[config.mk]
export PLATFORM = sky130hd
export DESIGN_NAME = dm_arb_flat
export DESIGN_NICKNAME = d
export VERILOG_FILES = /design/src/rtl/dm_pkg.sv /design/src/rtl/dm_arb_if.sv /design/src/rtl/dm_rr2.sv /design/src/rtl/dm_arb.sv /design/src/flat_wrapper.sv
export SDC_FILE = /design/constraint.sdc
export NUM_CORES = 1
export LEC_CHECK = 0
export BUFFER_PORTS_ARGS = -buffer_cell sky130_fd_sc_hd__buf_4
export CAP_MARGIN = 20
export CORE_ASPECT_RATIO = 0.5
export CORE_MARGIN = 2
export CORE_UTILIZATION = 43
export DETAILED_ROUTE_END_ITERATION = 8
export PLACE_DENSITY = 0.77
export SETUP_SLACK_MARGIN = 0.15
export SLEW_MARGIN = 20
export SYNTH_ARGS = -nofsm -noshare
export SYNTH_HDL_FRONTEND = slang
export SYNTH_HIERARCHICAL = 1
export SYNTH_SLANG_ARGS = --single-unit
[constraint.sdc]
create_clock -name clk -period 3.2 [get_ports clk]
set_input_delay 0.32 -clock clk [delete_from_list [all_inputs] [get_ports clk]]
set_output_delay 0.32 -clock clk [all_outputs]
set_load 0.03 [all_outputs]
[src/rtl/dm_pkg.sv]
// dm_pkg: data-memory op codes, alignment helpers and arbiter state type
package dm_pkg;
  localparam logic [2:0] DM_LW  = 3'b000;
  localparam logic [2:0] DM_LH  = 3'b001;
  localparam logic [2:0] DM_LHU = 3'b010;
  localparam logic [2:0] DM_LB  = 3'b011;
  localparam logic [2:0] DM_LBU = 3'b100;
  localparam logic [2:0] DM_SW  = 3'b101;
  localparam logic [2:0] DM_SH  = 3'b110;
  localparam logic [2:0] DM_SB  = 3'b111;
  typedef enum logic [1:0] {ST_IDLE, ST_ACCESS, ST_RESP} dm_arb_state_t;
  function automatic logic is_store(input logic [2:0] op);
    return op inside {DM_SW, DM_SH, DM_SB};
  endfunction
  function automatic logic is_aligned(input logic [2:0] op, input logic [1:0] a);
    return (op == DM_LW || op == DM_SW) ? (a == 2'b00) :
           (op inside {DM_LH, DM_LHU, DM_SH}) ? !a[0] : 1'b1;
  endfunction
endpackage

[src/rtl/dm_arb_if.sv]
// dm_arb_if: requester handshakes and data-memory bus of the arbiter
interface dm_arb_if #(parameter int ADDR_W = 7);
  logic              req0, req1;
  logic [2:0]        op0, op1;
  logic [ADDR_W-1:0] addr0, addr1;
  logic [31:0]       wdata0, wdata1;
  logic              gnt0, gnt1, rvalid0, rvalid1, err0, err1;
  logic [31:0]       rdata0, rdata1;
  logic              mem_wr;
  logic [2:0]        mem_op;
  logic [ADDR_W-1:0] mem_addr;
  logic [31:0]       mem_din, mem_dout;
  modport slave (
    input  req0, req1, op0, op1, addr0, addr1, wdata0, wdata1, mem_dout,
    output gnt0, gnt1, rvalid0, rvalid1, err0, err1, rdata0, rdata1,
           mem_wr, mem_op, mem_addr, mem_din
  );
  modport master (
    output req0, req1, op0, op1, addr0, addr1, wdata0, wdata1, mem_dout,
    input  gnt0, gnt1, rvalid0, rvalid1, err0, err1, rdata0, rdata1,
           mem_wr, mem_op, mem_addr, mem_din
  );
endinterface

[src/rtl/dm_rr2.sv]
// dm_rr2: two-way round-robin picker; pointer moves to the loser on each grant
module dm_rr2 (
  input  logic       clk,
  input  logic       rst,
  input  logic       req0,
  input  logic       req1,
  input  logic       adv,
  output logic [1:0] pick,
  output logic       any
);
  logic rr_q, rr_d;
  always_comb begin
    any  = req0 | req1;
    pick = (req0 & req1) ? (rr_q ? 2'b10 : 2'b01) : {req1, req0};
    rr_d = (adv & any) ? pick[0] : rr_q;
  end
  always_ff @(posedge clk or posedge rst)
    if (rst) rr_q <= 1'b0;
    else     rr_q <= rr_d;
endmodule

[src/rtl/dm_arb.sv]
// dm_arb: round-robin two-port arbiter and one-cycle sequencer for the data memory
module dm_arb
  import dm_pkg::*;
#(
  parameter int ADDR_W = 7
) (
  input logic     clk,
  input logic     rst,
  dm_arb_if.slave bus
);
  dm_arb_state_t     state_q, state_d;
  logic [1:0]        pick;
  logic              any, adv, acc, ok, st, ld;
  logic              sel_q, sel_d;
  logic [2:0]        op_q, op_d;
  logic [ADDR_W-1:0] addr_q, addr_d;
  logic [31:0]       wdata_q, wdata_d;
  logic              gnt0_q, gnt0_d, gnt1_q, gnt1_d;
  logic              rvalid0_q, rvalid0_d, rvalid1_q, rvalid1_d;
  logic              err0_q, err0_d, err1_q, err1_d;
  logic [31:0]       rdata0_q, rdata0_d, rdata1_q, rdata1_d;

  assign adv = (state_q != ST_ACCESS) & any;

  dm_rr2 u_rr (
    .clk  (clk),
    .rst  (rst),
    .req0 (bus.req0),
    .req1 (bus.req1),
    .adv  (adv),
    .pick (pick),
    .any  (any)
  );

  always_ff @(posedge clk or posedge rst)
    if (rst) state_q <= ST_IDLE;
    else     state_q <= state_d;

  always_comb
    state_d = (state_q == ST_ACCESS) ? ST_RESP : (any ? ST_ACCESS : ST_IDLE);

  // memory lines are decoded straight from state so a reset in ACCESS drops a store at once
  always_comb begin
    sel_d     = adv ? pick[1] : sel_q;
    op_d      = adv ? (pick[1] ? bus.op1 : bus.op0) : op_q;
    addr_d    = adv ? (pick[1] ? bus.addr1 : bus.addr0) : addr_q;
    wdata_d   = adv ? (pick[1] ? bus.wdata1 : bus.wdata0) : wdata_q;
    gnt0_d    = adv & pick[0];
    gnt1_d    = adv & pick[1];
    acc       = state_q == ST_ACCESS;
    ok        = is_aligned(op_q, addr_q[1:0]);
    st        = acc & ok & is_store(op_q);
    ld        = acc & ok & !is_store(op_q);
    rvalid0_d = acc & !sel_q;
    rvalid1_d = acc & sel_q;
    err0_d    = rvalid0_d & !ok;
    err1_d    = rvalid1_d & !ok;
    rdata0_d  = (ld & !sel_q) ? bus.mem_dout : 32'h0;
    rdata1_d  = (ld & sel_q) ? bus.mem_dout : 32'h0;
    bus.mem_op   = (acc & ok) ? op_q : DM_LW;
    bus.mem_wr   = st;
    bus.mem_addr = (acc & ok) ? addr_q : '0;
    bus.mem_din  = st ? wdata_q : 32'h0;
  end

  always_ff @(posedge clk or posedge rst)
    if (rst) begin
      sel_q     <= 1'b0;
      op_q      <= DM_LW;
      addr_q    <= '0;
      wdata_q   <= 32'h0;
      gnt0_q    <= 1'b0;
      gnt1_q    <= 1'b0;
      rvalid0_q <= 1'b0;
      rvalid1_q <= 1'b0;
      err0_q    <= 1'b0;
      err1_q    <= 1'b0;
      rdata0_q  <= 32'h0;
      rdata1_q  <= 32'h0;
    end else begin
      sel_q     <= sel_d;
      op_q      <= op_d;
      addr_q    <= addr_d;
      wdata_q   <= wdata_d;
      gnt0_q    <= gnt0_d;
      gnt1_q    <= gnt1_d;
      rvalid0_q <= rvalid0_d;
      rvalid1_q <= rvalid1_d;
      err0_q    <= err0_d;
      err1_q    <= err1_d;
      rdata0_q  <= rdata0_d;
      rdata1_q  <= rdata1_d;
    end

  assign bus.gnt0    = gnt0_q;
  assign bus.gnt1    = gnt1_q;
  assign bus.rvalid0 = rvalid0_q;
  assign bus.rvalid1 = rvalid1_q;
  assign bus.err0    = err0_q;
  assign bus.err1    = err1_q;
  assign bus.rdata0  = rdata0_q;
  assign bus.rdata1  = rdata1_q;
endmodule
[src/flat_wrapper.sv]
// flat-port wrapper written by rule: the top's interface ports become plain ports
module dm_arb_flat import dm_pkg::*;
#(
  parameter int ADDR_W = 7
)
  (clk, rst, bus_req0, bus_req1, bus_op0, bus_op1, bus_addr0, bus_addr1, bus_wdata0, bus_wdata1, bus_mem_dout, bus_gnt0, bus_gnt1, bus_rvalid0, bus_rvalid1, bus_err0, bus_err1, bus_rdata0, bus_rdata1, bus_mem_wr, bus_mem_op, bus_mem_addr, bus_mem_din);
  dm_arb_if #(.ADDR_W(ADDR_W)) bus_i ();
  input logic clk;
  input logic rst;
  input wire logic [$bits(bus_i.req0)-1:0] bus_req0;
  input wire logic [$bits(bus_i.req1)-1:0] bus_req1;
  input wire logic [$bits(bus_i.op0)-1:0] bus_op0;
  input wire logic [$bits(bus_i.op1)-1:0] bus_op1;
  input wire logic [$bits(bus_i.addr0)-1:0] bus_addr0;
  input wire logic [$bits(bus_i.addr1)-1:0] bus_addr1;
  input wire logic [$bits(bus_i.wdata0)-1:0] bus_wdata0;
  input wire logic [$bits(bus_i.wdata1)-1:0] bus_wdata1;
  input wire logic [$bits(bus_i.mem_dout)-1:0] bus_mem_dout;
  output wire logic [$bits(bus_i.gnt0)-1:0] bus_gnt0;
  output wire logic [$bits(bus_i.gnt1)-1:0] bus_gnt1;
  output wire logic [$bits(bus_i.rvalid0)-1:0] bus_rvalid0;
  output wire logic [$bits(bus_i.rvalid1)-1:0] bus_rvalid1;
  output wire logic [$bits(bus_i.err0)-1:0] bus_err0;
  output wire logic [$bits(bus_i.err1)-1:0] bus_err1;
  output wire logic [$bits(bus_i.rdata0)-1:0] bus_rdata0;
  output wire logic [$bits(bus_i.rdata1)-1:0] bus_rdata1;
  output wire logic [$bits(bus_i.mem_wr)-1:0] bus_mem_wr;
  output wire logic [$bits(bus_i.mem_op)-1:0] bus_mem_op;
  output wire logic [$bits(bus_i.mem_addr)-1:0] bus_mem_addr;
  output wire logic [$bits(bus_i.mem_din)-1:0] bus_mem_din;
  assign bus_i.req0 = bus_req0;
  assign bus_i.req1 = bus_req1;
  assign bus_i.op0 = bus_op0;
  assign bus_i.op1 = bus_op1;
  assign bus_i.addr0 = bus_addr0;
  assign bus_i.addr1 = bus_addr1;
  assign bus_i.wdata0 = bus_wdata0;
  assign bus_i.wdata1 = bus_wdata1;
  assign bus_i.mem_dout = bus_mem_dout;
  assign bus_gnt0 = bus_i.gnt0;
  assign bus_gnt1 = bus_i.gnt1;
  assign bus_rvalid0 = bus_i.rvalid0;
  assign bus_rvalid1 = bus_i.rvalid1;
  assign bus_err0 = bus_i.err0;
  assign bus_err1 = bus_i.err1;
  assign bus_rdata0 = bus_i.rdata0;
  assign bus_rdata1 = bus_i.rdata1;
  assign bus_mem_wr = bus_i.mem_wr;
  assign bus_mem_op = bus_i.mem_op;
  assign bus_mem_addr = bus_i.mem_addr;
  assign bus_mem_din = bus_i.mem_din;
  dm_arb #(.ADDR_W(ADDR_W)) u_core (.clk(clk), .rst(rst), .bus(bus_i));
endmodule
After elaboration in Yosys (flattened, before gate mapping) --
Index checks and enable logic that the tools add are counted.
Storage, ports and cells: flip-flop bits (word level) 116, bits in latches 0, RAM bits 0, bits in read-only memories 0, bits of input ports 120, output and inout port bits 113, word-level logic and storage cells 59, memories 0
Cells by class: $add $sub $neg 0, $mul 0, div/mod/pow operators 0, $lt $le $gt $ge 0, eq/ne operators 7, shift operators 0, muxes and demuxes 14, bitwise gates (word level) 15, reduce and logical (&&, ||, !) cells 9
Operator list (count):
- 32-bit 2-to-1 mux | 4
- 1-bit AND | 14
- 7-bit 2-to-1 mux | 2
- 3-bit == test (second input constant) | 3
- 2-bit 2-to-1 mux | 3
- 3-bit 2-to-1 mux | 2
- 3-bit nonzero test | 2
- 1-bit zero test | 4
- 3-bit by 1-bit == test with 1-bit output (second input constant) | 1
- 3-bit by 2-bit == test with 1-bit output (second input constant) | 1
- 3-bit zero test | 1
- 1-bit 2-to-1 mux | 3
- 2-bit by 1-bit == test with 1-bit output (second input constant) | 1
- 2-bit zero test | 1
- 2-bit by 1-bit inequality test with 1-bit output (second input constant) | 1
- 1-bit logical OR | 1
- 1-bit OR | 1

Depth between registers and ports, before layout --
Gate-level depths: netlist of run 1.
depth after elaboration 8, gate-level depth with buffers 7, depth with buffers taken out 4

Cells and area by module --
Netlist of run 1, hierarchy kept.
Modules (own cells, without submodules):
- dm_arb | instances 1, cells each 522, area each 5183.7 µm², seq. area each 2877.8 µm²
- dm_rr2 | instances 1, cells each 8, area each 65.1 µm², seq. area each 25.0 µm²

Least setup slack after synthesis of run 1 --
No wires, ideal clock.
path kind reg2out, from reg u_core.op_q[0], to out bus_mem_din[10], arrival 1866 ps, required time 2880 ps, slack 1014 ps, stages on the path, launching flop included 6, cell sequence dfrtp_1 > clkbuf_2 > nor3b_1 > a221oi_4 > buf_2 > nor3_1
On the way: cells in the longest elaborated chain, start to end 7, elaborated cells on any way between the ends 14, those cells by class eq/ne (5); mux (3); bitwise (2); reduce/logical (4)
Ends and longest elaborated chain:
- start: declaration | line dm_arb.sv:15 | logic [2:0] op_q, op_d;
- start signal: assignment | line dm_arb.sv:82 | op_q <= op_d;
- 3-bit by 1-bit == test with 1-bit output, or another cell as far along | line dm_pkg.sv:17 | (op inside {DM_LH, DM_LHU, DM_SH}) ? !a[0] : 1'b1;
- 3-bit nonzero test | line dm_pkg.sv:17
- 1-bit 2-to-1 mux | line dm_pkg.sv:17
- 1-bit 2-to-1 mux | line dm_pkg.sv:16 | return (op == DM_LW || op == DM_SW) ? (a == 2'b00) :
- 1-bit AND | line dm_arb.sv:52 | st = acc & ok & is_store(op_q);
- 1-bit AND * | line dm_arb.sv:52
- 32-bit 2-to-1 mux * | line dm_arb.sv:63 | bus.mem_din = st ? wdata_q : 32'h0;
- end: declaration | line flat_wrapper.sv:30 | output wire logic [$bits(bus_i.mem_din)-1:0] bus_mem_din;
Mark *: on every way between the ends. The rest lies on a longest branch, timed or not.

Worst setup path in the final report of run 1 --
from reg u_core.state_q[0], to out bus_mem_addr[2]
On the way: cells in the longest elaborated chain, start to end 3
Ends and longest elaborated chain:
- start: declaration | line dm_arb.sv:11 | dm_arb_state_t state_q, state_d;
- start signal: assignment | line dm_arb.sv:37 | else state_q <= state_d;
- 2-bit by 1-bit == test with 1-bit output | line dm_arb.sv:50 | acc = state_q == ST_ACCESS;
- 1-bit AND | line dm_arb.sv:62 | bus.mem_addr = (acc & ok) ? addr_q : '0;
- 7-bit 2-to-1 mux | line dm_arb.sv:62
- end: declaration | line flat_wrapper.sv:29 | output wire logic [$bits(bus_i.mem_addr)-1:0] bus_mem_addr;
Every way passes these cells.

==> results of run 1 <==
power breakdown:
part / internal [mW] / switching, mW / total, mW
combinational: 1.17 / 2.27 / 3.45
sequential: 1.85 / 0.310 / 2.16
clock: 1.44 / 0.658 / 2.10
metrics by stage:
stage               hold slack (ns)  utilization (%)  instance area [sq um]
detailed placement            0.191             59.6                   7070
global route                  0.147             65.3                   7750
finish                        0.149             65.3                   7750
floorplan                    0.0487                -                   5250
global placement              0.185             59.6                   7070
CTS                           0.138             65.3                   7750
synthesized netlist by cell type:
master	count	share of area [%]
buf_1	5	0.36
a31oi_1	1	0.12
nor2_1	65	4.6
nor3b_1	1	0.14
buf_2	20	1.9
a21boi_1	1	0.14
nand2b_1	2	0.24
a221o_1	1	0.19
a21boi_0	1	0.14
dfrtp_1	116	55
a221oi_4	1	0.50
clkbuf_1	32	2.3
nand4_1	32	3.8
buf_6	1	0.21
and2_1	3	0.36
o21ai_2	1	0.17
buf_4	1	0.14
mux2_2	1	0.21
a21oi_1	85	8.1
inv_2	2	0.14
inv_1	3	0.21
mux2i_1	42	8.0
nand4b_1	32	5.3
nor3_1	35	3.3
clkbuf_2	1	0.095
and3_1	11	1.3
or2_1	1	0.12
o21bai_1	1	0.14
nand2_1	32	2.3
area by class of cell:
cell class | instances | area [sq um]
fillers | 936 | 4120
inverters | 5 | 23.8
clock buffers | 20 | 467
clock inverters | 12 | 201
flip-flops and latches | 116 | 2900
multi-input cells | 349 | 2090
well taps | 165 | 206
repair buffers | 243 | 1860
cells by family (layout without fill, tap and decap cells):
kind of cell,Yosys count,in the layout
buf+inv,65,280
compound gates,92,92
simple gates,214,214
mux,43,43
flops,116,116
registers in the layout, summed over array words and instances, names as in the netlist:
signal              count
u_core/addr_q           7
u_core/bus.err0         1
u_core/bus.err1         1
u_core/bus.gnt0         1
u_core/bus.gnt1         1
u_core/bus.rdata0      32
u_core/bus.rdata1      32
u_core/bus.rvalid0      1
u_core/bus.rvalid1      1
u_core/op_q             3
u_core/sel_q            1
u_core/state_q          2
u_core/u_rr/rr_q        1
u_core/wdata_q         32
metal layers:
metal | part of all wire (%) | up-vias | track usage (%)
met2 | 53 | 133 | 39.1
met1 | 41 | 2332 | 26.4
met3 | 4.6 | 18 | 4.95
met4 | 1.5 | 0 | 6.67
met5 | 0 | - | 0
li1 | - | 2283 | -
what timing repair did:
action,4_1_cts,5_1_grt
hold endpoints to repair,22,0
hold buffers,1,0
endpoints found under the setup margin,0,0
path summary, 6_finish.rpt:
path	start	endpoint	slack, ns	cells after the start
setup / recovery	u_core/state_q[0]$_DFF_PP0_	bus_mem_addr[2]	0.66	4
hold / removal	bus_req1	u_core/u_rr/rr_q$_DFFE_PP0P_	0.15	2
setup reg to reg	u_core/state_q[0]$_DFF_PP0_	u_core/wdata_q[11]$_DFFE_PP0P_	1.04	5
hold reg to reg	u_core/wdata_q[26]$_DFFE_PP0P_	u_core/wdata_q[26]$_DFFE_PP0P_	0.52	2
max in group asynchronous	rst	u_core/bus.rdata1[21]$_DFF_PP0_	1.84	4
min in group asynchronous	rst	u_core/u_rr/rr_q$_DFFE_PP0P_	0.33	3
cells in the final DEF, fill, tap and decap left out, drive strengths merged:
cell	n
a21boi	2
a21oi	85
a221o	1
a221oi	1
a31oi	1
and2	3
and3	11
buf	242
bufinv	5
clkbuf	20
clkinv	6
clkinvlp	3
dfrtp	116
dlygate4sd3	1
inv	3
mux2	1
mux2i	42
nand2	32
nand2b	2
nand4	32
nand4b	32
nor2	65
nor3	35
nor3b	1
o21ai	1
o21bai	1
or2	1
==> metrics.md, run 1 <==
| Metric | Value |
|---|---|
| Run status | `complete, no violations` |
| Final Critical Period | `approximately 2.5 ns` |
| Post-synthesis cell count | `530` |
| Core area | `11900 sq um` |
| Fin cells | `910` |
| DRT Pass-1 Iters | `5` |
| Die Span Y | `slightly above 80 um` |
| Pleak | `3.85 nW` |
| Layout area overhead | `47.7%` |
| Peak Freq | `a little under 400 MHz` |
| H-tree levels | `4` |
| WL final | `14500 um` |
| Worst path arrival time | `2.22 ns` |
| Routability cong. | `0.775` |
| Slew Viols, Final | `0` |
| Mux contribution to synthesized area | `8.22%` |
| Flops & latches, synth | `116` |
| Post-Synth XOR/XNOR Area | `0%` |
| Peak VDD IR | `approximately 0.00075 V` |
| Clock slew at reported path FFs | `0.06 ns` |
| Final setup violation count | `0` |
| Post-Route Skew | `0.00641 ns` |
| Post-route DRC | `0` |
| Via count | `4766` |
| Normalized max-slew margin | `approximately 34%` |
| Worst setup SP type | `flop` |
| Dpl hpwl | `between 9000 and 10000 um` |
| Buf+Inv Stages, Crit Path | `2` |
| Hold crit path type | `input port to flop` |
| Post-Synth Simple-Gate Area | `21.6%` |
| Final Hold Fails | `0` |
| Unrepaired setup endpoints after global routing | `false` |
| Largest net degree at the start of global routing | `100` |
| # port buffers | `around 230` |
| PostCTS Resize Cnt | `0` |
| # Post-CTS Setup Buffers | `0` |
| Diode count | `0` |
| Maxcap violations | `0` |
| Fin crit share | `79.3%` |
| Initial antenna violation count | `0` |
| CP cell instances | `nand2b_2, clkinv_2, and3_1, buf_4` |
| Clock Tree Buf Depth | `2` |
| TritonCTS clock tree | `yes` |
| Root Buffer | `clkbuf_16` |
| Share of cells above drive strength 1 | `38.0%` |
| Data required, critical path | `2.88 ns` |
| CP Capture Type | `output port` |
| Syn_area_per_cell | `9.90 sq um` |
| Row Count | `28` |
| Die area | `roughly 13000 sq um` |
| Place WS | `1.08 ns` |
| Setup TNS | `0 ns` |
| Syn Nets | `between 600 and 700` |
| GRT Total Usage | `21.6%` |
| Initial core utilization | `44.2%` |
| Antenna viol nets, final | `0` |
| Clk sinks | `between 100 and 150` |
| Pwr dens | `between 900 and 1000 nW/um^2` |
| Die width | `approximately 160 um` |
| Vias in the first global route | `4512` |
| Synthesized area | `5250 sq um` |
| Placed Cells | `about 900` |
| CP max stage cell | `clkinv_2` |
| WL/cell | `15.9 um` |
| Kind of critical path | `flop to output port` |
| Synth Area in Compound Gates | `9.51%` |
| Slew @ Worst Pin | `about 0.99 ns` |
| Max FO, Critical Path | `70` |
| CP peak stage delay | `0.66 ns` |
| First-pass GRT wire length | `~22000 um` |
| Final total power | `7.71 mW` |
| Clock Latency Late Sink | `0.40 ns` |
| Largest family of logic cells by synthesized area | `simple AND/OR/NAND/NOR gates` |
| Sequential area share after synthesis | `around 55%` |
| Post-synthesis adder-cell area fraction | `0%` |
| Iteration-0 DRC count of the detailed router | `290` |
| Final worst slack | `0.661 ns` |
| Top delay family on crit path | `buffers and inverters` |
| Count of cell types in the netlist | `29` |
| CTS buffer count | `17` |
| Nets | `852` |
| Syn. warnings | `6` |
| GRT overflow | `0` |
| Top Ports | `around 230` |
| Vias/cell | `5.24` |
Power figures use the tool's default switching activity.
==> run 2: changes to the inputs <==
--- a/config.mk
+++ b/config.mk
@@ -9,9 +9,9 @@
 export CAP_MARGIN = 20
 export CORE_ASPECT_RATIO = 0.5
 export CORE_MARGIN = 2
-export CORE_UTILIZATION = 43
+export CORE_UTILIZATION = 47
 export DETAILED_ROUTE_END_ITERATION = 8
-export PLACE_DENSITY = 0.77
+export PLACE_DENSITY = 0.8
 export SETUP_SLACK_MARGIN = 0.15
 export SLEW_MARGIN = 20
 export SYNTH_ARGS = -nofsm -noshare
==> constraint.sdc (replaced) <==
create_clock -name clk -period 2.4 [get_ports clk]
set_input_delay 0.24 -clock clk [delete_from_list [all_inputs] [get_ports clk]]
set_output_delay 0.24 -clock clk [all_outputs]
set_load 0.03 [all_outputs]
==> run 2 against run 1 <==
Effect of this change:
- sequential share of layout area fell by 0.42 points
- count of clock-buffer cells in the layout increased by 2
- total power grew 36%
- largest cell class unchanged
- combinational power rose by 50%
==> metrics.md, run 2 (synthesis gave the netlist of run 1 again) <==
| Metric | Value |
|---|---|
| Run status | `complete, no violations` |
| Top cell by count, worst path | `buf_4` |
| Internal power | `5.98 mW (+34%)` |
| First-pass GRT wire length | `23600 um (+5.1%)` |
| Worst Setup SP | `u_core/op_q[0]$_DFFE_PP0P_` |
| CP peak stage delay | `0.46 ns (-0.20 ns)` |
| Seq pwr share | `27.0% (-1.0 points)` |
| Row Count | `27 (-3.6%)` |
| Die Span Y | `78.7 um (-4.1%)` |
| WL/cell | `16.6 um (+3.9%)` |
| Post-Route Skew | `0.00487 ns (-0.00153 ns)` |
| Final Critical Period | `2.19 ns` |
| Final Hold Fails | `0 (unchanged)` |
| Post-route DRC | `0 (unchanged)` |
| Nets | `867 (+1.8%)` |
| Clk sinks | `116 (unchanged)` |
| GRT overflow | `0 (unchanged)` |
| DRT Pass-1 Iters | `5 (unchanged)` |
| Final total power | `10.5 mW (+36%)` |
| Max FO, Critical Path | `15 (-79%)` |
| Final setup violation count | `0 (unchanged)` |
| Vias in the first global route | `4713 (+4.5%)` |
| Reg-to-reg startpoint | `u_core/op_q[1]$_DFFE_PP0P_` |
| Setup TNS | `0 ns (unchanged)` |
| Hold Path Origin | `bus_req1` |
| Clock Tree Buf Depth | `2 (unchanged)` |
| Peak VDD IR | `0.000857 V (+14%)` |
| Via count | `4885 (+2.5%)` |
| Maxcap violations | `0 (unchanged)` |
| # port buffers | `232 (unchanged)` |
| Top Ports | `233 (unchanged)` |
| Share of cells above drive strength 1 | `40.2% (+2.2 points)` |
| Largest net degree at the start of global routing | `98 (-2.0%)` |
| Most frequent cells in the layout | `buf_4, dfrtp_1, a21oi_1` |
| Clock slew at reported path FFs | `0.05 ns (about the same)` |
| Pleak | `3.92 nW (+1.7%)` |
| Unrepaired setup endpoints after global routing | `false` |
| Slew @ Worst Pin | `0.796 ns (-0.196 ns)` |
| Routability cong. | `0.794 (+2.4%)` |
| Fillcell total | `820 (-12%)` |
| CP Capture Type | `output port` |
| Antenna viol nets, final | `0 (unchanged)` |
| CP max stage cell | `dfrtp_2` |
| Root Buffer | `clkbuf_16` |
| Normalized max-slew margin | `46.8% (+13 points)` |
| Die area | `12100 sq um (-8.2%)` |
| Peak Freq | `456 MHz` |
| CTS buffer count | `17 (unchanged)` |
| Data required, critical path | `2.16 ns (-0.72 ns)` |
| Layout area overhead | `49.6%` |
| Hold crit path type | `input port to flop` |
| Worst path arrival time | `1.95 ns (-0.27 ns)` |
| Clock Latency Late Sink | `0.40 ns (about the same)` |
| Dpl hpwl | `9620 um (+1.3%)` |
| GRT Total Usage | `24.4% (+2.8 points)` |
| WL final | `15000 um (+3.2%)` |
| Iteration-0 DRC count of the detailed router | `392 (+35%)` |
| Slew Viols, Final | `0 (unchanged)` |
| Pwr dens | `1330 nW/um^2 (+34%)` |
| Most common cell after layout, fill and taps aside | `buf_4` |
| Clock power frac | `23.5% (-3.8 points)` |
| Sw Ratio | `42.8% (+0.69 points)` |
| Die width | `153 um (-4.2%)` |
| Initial core utilization | `48.0% (+3.8 points)` |
| H-tree levels | `4 (unchanged)` |
| Worst setup SP type | `flop` |
| NetSw | `4.47 mW (+38%)` |
| Diode count | `0 (unchanged)` |
| TritonCTS clock tree | `yes` |
| Vias/cell | `5.40 (+3.2%)` |
| Initial antenna violation count | `0 (unchanged)` |
| Core area | `10900 sq um (-7.8%)` |
| Fin crit share | `91.4%` |
| CP cell instances | `nor3b_4, a221oi_4, buf_4, buf_6, nor3_1, buf_4` |
| Combinational power share | `49.5% (+4.8 points)` |
| Kind of critical path | `flop to output port` |
[run 2: metal layers]
metal,GRT usage (%),part of all wire (%)
met5,0,0
met4,9.72,2.6
met3,4.64,5.3
met2,41.1,51
met1,31.7,41
[run 2: critical path: cells and delay by family, from the launching register on]
family | cells | cell delay [ns]
simple gates | 2 | 0.50
compound gates | 1 | 0.05
flops | 1 | 0.46
buf+inv | 3 | 0.55
[run 2: power groups by stage]
stage / Sequential, mW / Clock [mW] / Combinational [mW]
floorplan: 2.95 / 0 / 3.12
global placement: 2.80 / 0 / 4.66
detailed placement: 2.83 / 0 / 4.74
CTS: 2.81 / 2.48 / 4.93
global route: 2.89 / 2.60 / 5.54
finish: 2.83 / 2.45 / 5.17
[run 2: path summary, 6_finish.rpt]
kind / cells after the start / to / slack, ns
setup / recovery: 6 / bus_mem_addr[0] / 0.21
hold / removal: 2 / u_core/u_rr/rr_q$_DFFE_PP0P_ / 0.05
setup reg to reg: 6 / u_core/bus.rdata0[15]$_DFF_PP0_ / 0.55
hold reg to reg: 1 / u_core/u_rr/rr_q$_DFFE_PP0P_ / 0.51
max in group asynchronous: 4 / u_core/bus.rdata1[18]$_DFF_PP0_ / 1.13
min in group asynchronous: 3 / u_core/u_rr/rr_q$_DFFE_PP0P_ / 0.30
[run 2: per-stage QoR]
| stage | utilization (%) | std cells | area (sq um) | hold slack [ns] | setup slack, ns |
|---|---|---|---|---|---|
| 4_1_cts | 70.9 | 898 | 7750 | 0.0467 | 0.173 |
| 3_5_place_dp | 65.0 | 864 | 7120 | 0.112 | 0.470 |
| 2_1_floorplan | - | 530 | 5250 | -0.0313 | 0.294 |
| 6_report | 71.7 | 904 | 7850 | 0.0527 | 0.207 |
| 5_1_grt | 71.7 | 904 | 7850 | 0.0606 | 0.143 |
| 3_3_place_gp | 65.0 | 864 | 7120 | 0.106 | 0.559 |
[run 2: layout make-up]
class                      instances  area, sq um  area share, %
clock buffer                      22          474           6.04
clock inverter                     9          105           1.34
inverter                           5         25.0          0.319
multi-input combinational        349         2120           27.0
sequential                       116         2910           37.0
tap                              145          181           2.31
timing repair buffer             258         2040           25.9
[run 2: what timing repair did]
action                                 CTS  global route
hold buffers                             1             0
setup endpoints to repair               43            43
gates cloned                             1             1
setup buffers                            1             5
resized for setup                        3             9
endpoints found under the hold margin    1             0
pin swaps                                1             2
